===== src/rtl/exe_mem_reg_if.sv =====
// EXE->MEM pipeline register bundle: EXE-side inputs plus the registered stage outputs.
// master drives the EXE side and observes the stage; slave is the pipeline register itself.
interface exe_mem_reg_if #(
  parameter int CNT_W = 16
);
  logic             freeze;
  logic             flush;
  logic             valid_in;
  logic             wb_en_in;
  logic             mem_r_en_in;
  logic             mem_w_en_in;
  logic             s_in;
  logic [31:0]      alu_res_in;
  logic [3:0]       status_in;
  logic [31:0]      val_rm_in;
  logic [3:0]       dest_in;

  logic             valid;
  logic             wb_en;
  logic             mem_r_en;
  logic             mem_w_en;
  logic [31:0]      alu_res;
  logic [31:0]      val_rm;
  logic [3:0]       dest;
  logic [3:0]       status;
  logic             carry;
  logic [CNT_W-1:0] inst_count;

  modport master (
    output freeze, flush, valid_in, wb_en_in, mem_r_en_in, mem_w_en_in, s_in,
           alu_res_in, status_in, val_rm_in, dest_in,
    input  valid, wb_en, mem_r_en, mem_w_en, alu_res, val_rm, dest, status,
           carry, inst_count
  );

  modport slave (
    input  freeze, flush, valid_in, wb_en_in, mem_r_en_in, mem_w_en_in, s_in,
           alu_res_in, status_in, val_rm_in, dest_in,
    output valid, wb_en, mem_r_en, mem_w_en, alu_res, val_rm, dest, status,
           carry, inst_count
  );
endinterface


===== src/rtl/exe_mem_reg.sv =====
// EXE/MEM pipeline register with NZCV flag register and retired-instruction counter; 1-cycle latency.
// Optional macro STATUS_BYPASS_EN forwards status_in to status/carry in the cycle it is being written.
module exe_mem_reg #(
  parameter int CNT_W = 16
) (
  input  logic         clk,
  input  logic         rst,
  exe_mem_reg_if.slave bus
);

  typedef struct packed {
    logic        valid;
    logic        wb_en;
    logic        mem_r_en;
    logic        mem_w_en;
    logic [31:0] alu_res;
    logic [31:0] val_rm;
    logic [3:0]  dest;
  } stage_t;

  stage_t           stage_q, stage_d;
  logic [3:0]       status_q, status_d;
  logic [CNT_W-1:0] cnt_q, cnt_d;
  logic             status_upd;

  // Priority below reset: freeze holds everything, flush squashes the stage only.
  always_comb begin
    stage_d    = stage_q;
    status_d   = status_q;
    cnt_d      = cnt_q;
    status_upd = 1'b0;
    if (!bus.freeze) begin
      if (bus.flush) begin
        stage_d = '0;
      end else begin
        stage_d.valid    = bus.valid_in;
        stage_d.wb_en    = bus.valid_in & bus.wb_en_in;
        stage_d.mem_r_en = bus.valid_in & bus.mem_r_en_in;
        stage_d.mem_w_en = bus.valid_in & bus.mem_w_en_in;
        stage_d.alu_res  = bus.alu_res_in;
        stage_d.val_rm   = bus.val_rm_in;
        stage_d.dest     = bus.dest_in;
        if (bus.valid_in) begin
          cnt_d = cnt_q + CNT_W'(1);
        end
        if (bus.valid_in && bus.s_in && !rst) begin
          status_upd = 1'b1;
          status_d   = bus.status_in;
        end
      end
    end
  end

  always_ff @(posedge clk) begin
    if (rst) begin
      stage_q  <= '0;
      status_q <= '0;
      cnt_q    <= '0;
    end else begin
      stage_q  <= stage_d;
      status_q <= status_d;
      cnt_q    <= cnt_d;
    end
  end

  assign bus.valid      = stage_q.valid;
  assign bus.wb_en      = stage_q.wb_en;
  assign bus.mem_r_en   = stage_q.mem_r_en;
  assign bus.mem_w_en   = stage_q.mem_w_en;
  assign bus.alu_res    = stage_q.alu_res;
  assign bus.val_rm     = stage_q.val_rm;
  assign bus.dest       = stage_q.dest;
  assign bus.inst_count = cnt_q;

`ifdef STATUS_BYPASS_EN
  // Same-cycle forwarding so the condition check sees flags from the instruction being retired.
  assign bus.status = status_upd ? bus.status_in : status_q;
`else
  logic unused_upd;
  assign unused_upd = status_upd;
  assign bus.status = status_q;
`endif
  assign bus.carry = bus.status[1];

endmodule


===== src/flat_wrapper.sv =====
// flat-port wrapper written by rule: the top's interface ports become plain ports
module exe_mem_reg_flat 
#(
  parameter int CNT_W = 16
)
  (clk, rst, bus_freeze, bus_flush, bus_valid_in, bus_wb_en_in, bus_mem_r_en_in, bus_mem_w_en_in, bus_s_in, bus_alu_res_in, bus_status_in, bus_val_rm_in, bus_dest_in, bus_valid, bus_wb_en, bus_mem_r_en, bus_mem_w_en, bus_alu_res, bus_val_rm, bus_dest, bus_status, bus_carry, bus_inst_count);
  exe_mem_reg_if #(.CNT_W(CNT_W)) bus_i ();
  input  logic clk;
  input  logic rst;
  input wire logic [$bits(bus_i.freeze)-1:0] bus_freeze;
  input wire logic [$bits(bus_i.flush)-1:0] bus_flush;
  input wire logic [$bits(bus_i.valid_in)-1:0] bus_valid_in;
  input wire logic [$bits(bus_i.wb_en_in)-1:0] bus_wb_en_in;
  input wire logic [$bits(bus_i.mem_r_en_in)-1:0] bus_mem_r_en_in;
  input wire logic [$bits(bus_i.mem_w_en_in)-1:0] bus_mem_w_en_in;
  input wire logic [$bits(bus_i.s_in)-1:0] bus_s_in;
  input wire logic [$bits(bus_i.alu_res_in)-1:0] bus_alu_res_in;
  input wire logic [$bits(bus_i.status_in)-1:0] bus_status_in;
  input wire logic [$bits(bus_i.val_rm_in)-1:0] bus_val_rm_in;
  input wire logic [$bits(bus_i.dest_in)-1:0] bus_dest_in;
  output wire logic [$bits(bus_i.valid)-1:0] bus_valid;
  output wire logic [$bits(bus_i.wb_en)-1:0] bus_wb_en;
  output wire logic [$bits(bus_i.mem_r_en)-1:0] bus_mem_r_en;
  output wire logic [$bits(bus_i.mem_w_en)-1:0] bus_mem_w_en;
  output wire logic [$bits(bus_i.alu_res)-1:0] bus_alu_res;
  output wire logic [$bits(bus_i.val_rm)-1:0] bus_val_rm;
  output wire logic [$bits(bus_i.dest)-1:0] bus_dest;
  output wire logic [$bits(bus_i.status)-1:0] bus_status;
  output wire logic [$bits(bus_i.carry)-1:0] bus_carry;
  output wire logic [$bits(bus_i.inst_count)-1:0] bus_inst_count;
  assign bus_i.freeze = bus_freeze;
  assign bus_i.flush = bus_flush;
  assign bus_i.valid_in = bus_valid_in;
  assign bus_i.wb_en_in = bus_wb_en_in;
  assign bus_i.mem_r_en_in = bus_mem_r_en_in;
  assign bus_i.mem_w_en_in = bus_mem_w_en_in;
  assign bus_i.s_in = bus_s_in;
  assign bus_i.alu_res_in = bus_alu_res_in;
  assign bus_i.status_in = bus_status_in;
  assign bus_i.val_rm_in = bus_val_rm_in;
  assign bus_i.dest_in = bus_dest_in;
  assign bus_valid = bus_i.valid;
  assign bus_wb_en = bus_i.wb_en;
  assign bus_mem_r_en = bus_i.mem_r_en;
  assign bus_mem_w_en = bus_i.mem_w_en;
  assign bus_alu_res = bus_i.alu_res;
  assign bus_val_rm = bus_i.val_rm;
  assign bus_dest = bus_i.dest;
  assign bus_status = bus_i.status;
  assign bus_carry = bus_i.carry;
  assign bus_inst_count = bus_i.inst_count;
  exe_mem_reg #(.CNT_W(CNT_W)) u_core (.clk(clk), .rst(rst), .bus(bus_i));
endmodule

===== config.mk =====
export PLATFORM = sky130hd
export DESIGN_NAME = exe_mem_reg_flat
export DESIGN_NICKNAME = d
export VERILOG_FILES = /design/src/rtl/exe_mem_reg_if.sv /design/src/rtl/exe_mem_reg.sv /design/src/flat_wrapper.sv
export SDC_FILE = /design/constraint.sdc
export NUM_CORES = 1
export LEC_CHECK = 0
export BUFFER_PORTS_ARGS = -buffer_cell sky130_fd_sc_hd__buf_2
export CAP_MARGIN = 40
export CORE_MARGIN = 2
export CORE_UTILIZATION = 41
export CTS_BUF_LIST = sky130_fd_sc_hd__clkbuf_2 sky130_fd_sc_hd__clkbuf_4 sky130_fd_sc_hd__clkbuf_8
export DETAILED_ROUTE_END_ITERATION = 16
export PLACE_DENSITY = 0.74
export RECOVER_POWER = 50
export SYNTH_ARGS = -nofsm -noshare
export SYNTH_HDL_FRONTEND = slang
export SYNTH_SLANG_ARGS = --single-unit

===== constraint.sdc =====
create_clock -name clk -period 2.2 [get_ports clk]
set_clock_uncertainty 0.1 [all_clocks]
set_input_delay 0.22 -clock clk [delete_from_list [all_inputs] [get_ports clk]]
set_output_delay 0.22 -clock clk [all_outputs]
set_load 0.05 [all_outputs]

Yosys cells after proc, flatten, opt, wreduce, memory -nomap -nowiden
Index checks and enable logic that the tools add are counted.

Add/sub/neg operators: 1. Muxes and demuxes: 1. Bitwise logic cells: 5. Reduce and logical (&&, ||, !) cells: 5.

Operators with widths (number): $mux 72 (1); $add 16x1->16 const B (1); $reduce_and 3->1 (2); $and 1x1->1 (3); $logic_and 1x1->1 (2); $not 1->1 (2); $logic_not 1->1 (1).

Flip-flop bits (word level): 92.

Depth between registers and ports, before layout
Word-level depth: 3. Mapped depth: 6. Depth with buffers taken out: 5.

Worst setup path before layout
No wires, ideal clock.

Path type: register to register. Start: register u_core.cnt_q[0], in the netlist u_core.bus.inst_count[0]. End: register u_core.cnt_q[12], in the netlist u_core.bus.inst_count[12]. Library setup time: 71 ps. Arrival: 1938 ps. Data required time: 2029 ps. Path slack: 91 ps. Stages on the path, launching flop included: 6. Path buffers: 0. Clock period less this slack: 2109 ps. Cell sequence: dfxtp_1 -> ha_1 -> and4bb_2 -> nand2_1 -> or4_1 -> a21oi_1.

Cells in the longest elaborated chain, start to end: 1.

RTL lines: start, declared (line exe_mem_reg.sv:23) `logic [CNT_W-1:0] cnt_q, cnt_d;`; start signal, assigned (line exe_mem_reg.sv:62) `cnt_q <= cnt_d;`; $add 16x1->16 (line exe_mem_reg.sv:44) `cnt_d = cnt_q + CNT_W'(1);`.

No other way between the ends. A chain may end at the register's enable or synchronous reset.

Final worst setup path
Ends and elaborated chain as after synthesis.

==> flow_metrics.tcl <==
set metrics [dict create \
    outcome "complete, no violations" \
    grt_first_pass_wirelength_mm 15.02 \
    power.sequential.fraction 0.509 \
    netlist_instances 338 \
    class_of_the_worst_hold_path "in2reg" \
    synth_nets 420 \
    cts_resized 0 \
    irDropWorstVdd_uv 417.2 \
    slew_headroom 0.4832 \
    period_share 0.8473 \
    setup-violations-final 0 \
    cpPeakStageDelay_ps 510 \
    worstSetupPathType "reg2reg" \
    buffer_ports.inserted 173 \
    cp-start-kind "flop" \
    grt_pass1_vias 3197 \
    sink_count 92 \
    drt-vias-per-instance 5.049 \
    power-per-cell-area_mw_per_mm2 718.9 \
    finalCriticalPeriod_ps 1864 \
    n_antenna_cell 0 \
    maxCapViolations 0 \
    place.detailed.hpwl_mm 5.760 \
    worst-slew-pin-transition_ps 775.2 \
    clock_tree.buffer_depth 2 \
    synth_area_mm2 0.003244 \
    totalPowerFinal_mw 3.431 \
    pins_over_their_slew_limit 0 \
    timing.fmax_ghz 0.5365 \
    cp.arrival_ps 2060 \
    drive_above_1_share 0.2025 \
    detailedRoute.firstIterationViolations 146 \
    finalNetCount 630 \
    final_antenna_net_count 0 \
    grt.total_usage 0.2179 \
    vias 3307 \
    internal-power_mw 2.473 \
    worst_setup_hold_path_clk_slew_ps 90 \
    area.growth.synth_to_final_pct 47.09 \
    grt_antenna_before_repair 0 \
    tritoncts "done" \
    global_route_overflow 0 \
    drt-total-wl_mm 9.486 \
    grt_start_max_net_pins 93 \
    floorplan.initialDensity 0.4220 \
    totalNegativeSetupSlack_ps 0 \
    avgRoutedWirePerCell_um 14.48 \
    reg2reg_slack_ps 340 \
    final_hold_violating_endpoints 0 \
    design.die.area_mm2 0.008641 \
    postSynthAreaPerCell_um2 9.599 \
    finalWeightedCongestion 0.8185 \
    crit_chain "ha_1 > and4bb_1 > nand2_1 > or4_1 > a21oi_1" \
    drt-pass1-iter-count 5 \
    core_area_mm2 0.007687 \
    p_sw_frac 0.2791 \
    ys_seq_area_frac 0.5677 \
    share_clk_of_total_power 0.337 \
    detail_route.drc_violations 0 \
    worst-path-max-fanout 5 \
    numCtsBuffers 9 \
    die_height_um 92.96 \
    setup.worst_path.end_class "flop" \
    switching_power_uw 957.6 \
    yosys_warnings 0 \
    cts.htree.levels 3 \
    leak_nw 1.948 \
    postSynthRegisterBits 92 \
    post-route-util 0.6208 \
    number_of_primary_i_o_pins 174 \
    core.rowCount 32 \
    critical_path_required_ps 2390 \
    die-width_um 92.96 \
    grt_setup_unrepaired "no" \
    worst_path_max_delay_cell "or4_1" \
    synth.lib_cells_used.distinct 27 \
    clock_insertion_delay_worst_skew_ps 350 \
    portion_of_total_power_attributed_to_combinational_logic 0.155 \
    clock-root-buffer "clkbuf_8" \
]
==> cells in the mapped netlist <==
cell type | count | share of area
a21oi_1 | 8 | 0.012
a22oi_1 | 71 | 0.16
and2_0 | 1 | 0.0019
and3_1 | 3 | 0.0058
and4_1 | 2 | 0.0054
and4bb_2 | 1 | 0.0039
buf_2 | 4 | 0.0062
buf_4 | 1 | 0.0023
clkbuf_1 | 22 | 0.025
clkbuf_2 | 1 | 0.0015
dfxtp_1 | 92 | 0.57
ha_1 | 1 | 0.0039
inv_1 | 2 | 0.0023
mux2i_1 | 5 | 0.015
nand2_1 | 3 | 0.0035
nand2_4 | 1 | 0.0035
nand3_1 | 6 | 0.0093
nand4_1 | 4 | 0.0077
nor2_1 | 86 | 0.099
nor3b_4 | 1 | 0.0058
nor4bb_1 | 1 | 0.0031
o21ai_0 | 4 | 0.0062
o31ai_1 | 3 | 0.0069
or3_1 | 4 | 0.0077
or4_1 | 3 | 0.0069
xnor2_1 | 2 | 0.0054
xor2_1 | 6 | 0.016
==> cells in the final DEF, fill, tap and decap left out, drive strengths merged, types with 3 or more instances in the layout <==
| cell | n |
|---|---|
| a22oi | 71 |
| nor2 | 86 |
| inv | 3 |
| and3 | 3 |
| nand2 | 4 |
| nand4 | 4 |
| o21ai | 4 |
| dfxtp | 92 |
| mux2i | 5 |
| dlygate4sd3 | 50 |
| or3 | 4 |
| nand3 | 6 |
| a21oi | 8 |
| o31ai | 3 |
| or4 | 3 |
| buf | 94 |
| clkbuf | 94 |
| xor2 | 6 |
==> layout make-up <==
class                   instances  area (um2)
flip-flops and latches         92        1842
multi-input cells             216        1276
clock inverters                 5       58.81
well taps                     102       127.6
fillers                       696        2915
clock buffers                  11       145.1
inverters                       2       7.507
repair buffers                227        1315
==> per-layer routing <==
layer,GRT usage,up-vias,wire length [um]
met2,0.3678,132,4697
li1,-,1620,-
met3,0.05533,18,667
met5,0,-,0
met1,0.2613,1537,3953
met4,0.09681,0,167
==> cell families after synthesis <==
| group | Yosys count | share of synthesized area |
|---|---|---|
| DFF | 92 | 0.5677 |
| xor gates and xnor gates | 8 | 0.02160 |
| and+or+nand+nor | 116 | 0.1639 |
| buffers and inverters | 30 | 0.03779 |
| muxes | 5 | 0.01543 |
| adders and majority gates | 1 | 0.003856 |
| AOI/OAI and AO/OA | 86 | 0.1897 |
==> repair_timing <==
action,4_1_cts,5_1_grt
hold endpoints to repair,50,0
setup buffers,0,0
hold buffers,50,0
==> path summary, 6_finish.rpt <==
check | from | endpoint | cells after the start
max | u_core.bus.inst_count[0] | u_core.bus.inst_count[12] | 5
min | bus_status_in[0] | u_core.bus.status[0] | 3
max reg2reg | u_core.bus.inst_count[0] | u_core.bus.inst_count[12] | 5
min reg2reg | u_core.bus.inst_count[15] | u_core.bus.inst_count[15] | 2
==> registers in the layout, summed over array words and instances (netlist names) <==
register and flops:
u_core.bus.status 4, u_core.bus.valid 1, u_core.bus.mem_w_en 1, u_core.bus.alu_res 32, u_core.bus.wb_en 1, u_core.bus.inst_count 16
u_core.bus.dest 4, u_core.bus.val_rm 32, u_core.bus.mem_r_en 1
==> worst max-delay path, delay by kind of cell (launching register included) <==
family                   cells  cell delay, ps
AO/OA/AOI/OAI                1             140
adder cells (fa/ha/maj)      1             200
flip-flops                   1             410
AND/OR/NAND/NOR              3             950
==> power by group through the flow <==
| stage | Combinational [mW] | Clock, mW | Sequential, mW |
|---|---|---|---|
| final | 0.530 | 1.15 | 1.75 |
| after global routing | 0.567 | 1.24 | 1.75 |
| after CTS | 0.543 | 1.18 | 1.74 |
| after detailed placement | 0.474 | 0 | 1.78 |
| after global placement | 0.465 | 0 | 1.78 |
| after floorplan | 0.133 | 0 | 1.96 |
==> per-stage QoR <==
| stage | instances | hold slack, ps | setup WS [ps] | instance area, um2 |
|---|---|---|---|---|
| global route | 655 | 3.565 | 189.9 | 4772 |
| CTS | 655 | 0.5140 | 358.8 | 4890 |
| finish | 655 | 10.42 | 336.0 | 4772 |
| detailed placement | 589 | 358.0 | 374.8 | 4185 |
| global placement | 589 | 347.1 | 423.6 | 4185 |
| floorplan | 338 | 264.1 | 90.96 | 3244 |
(Power assumes the default switching activity.)
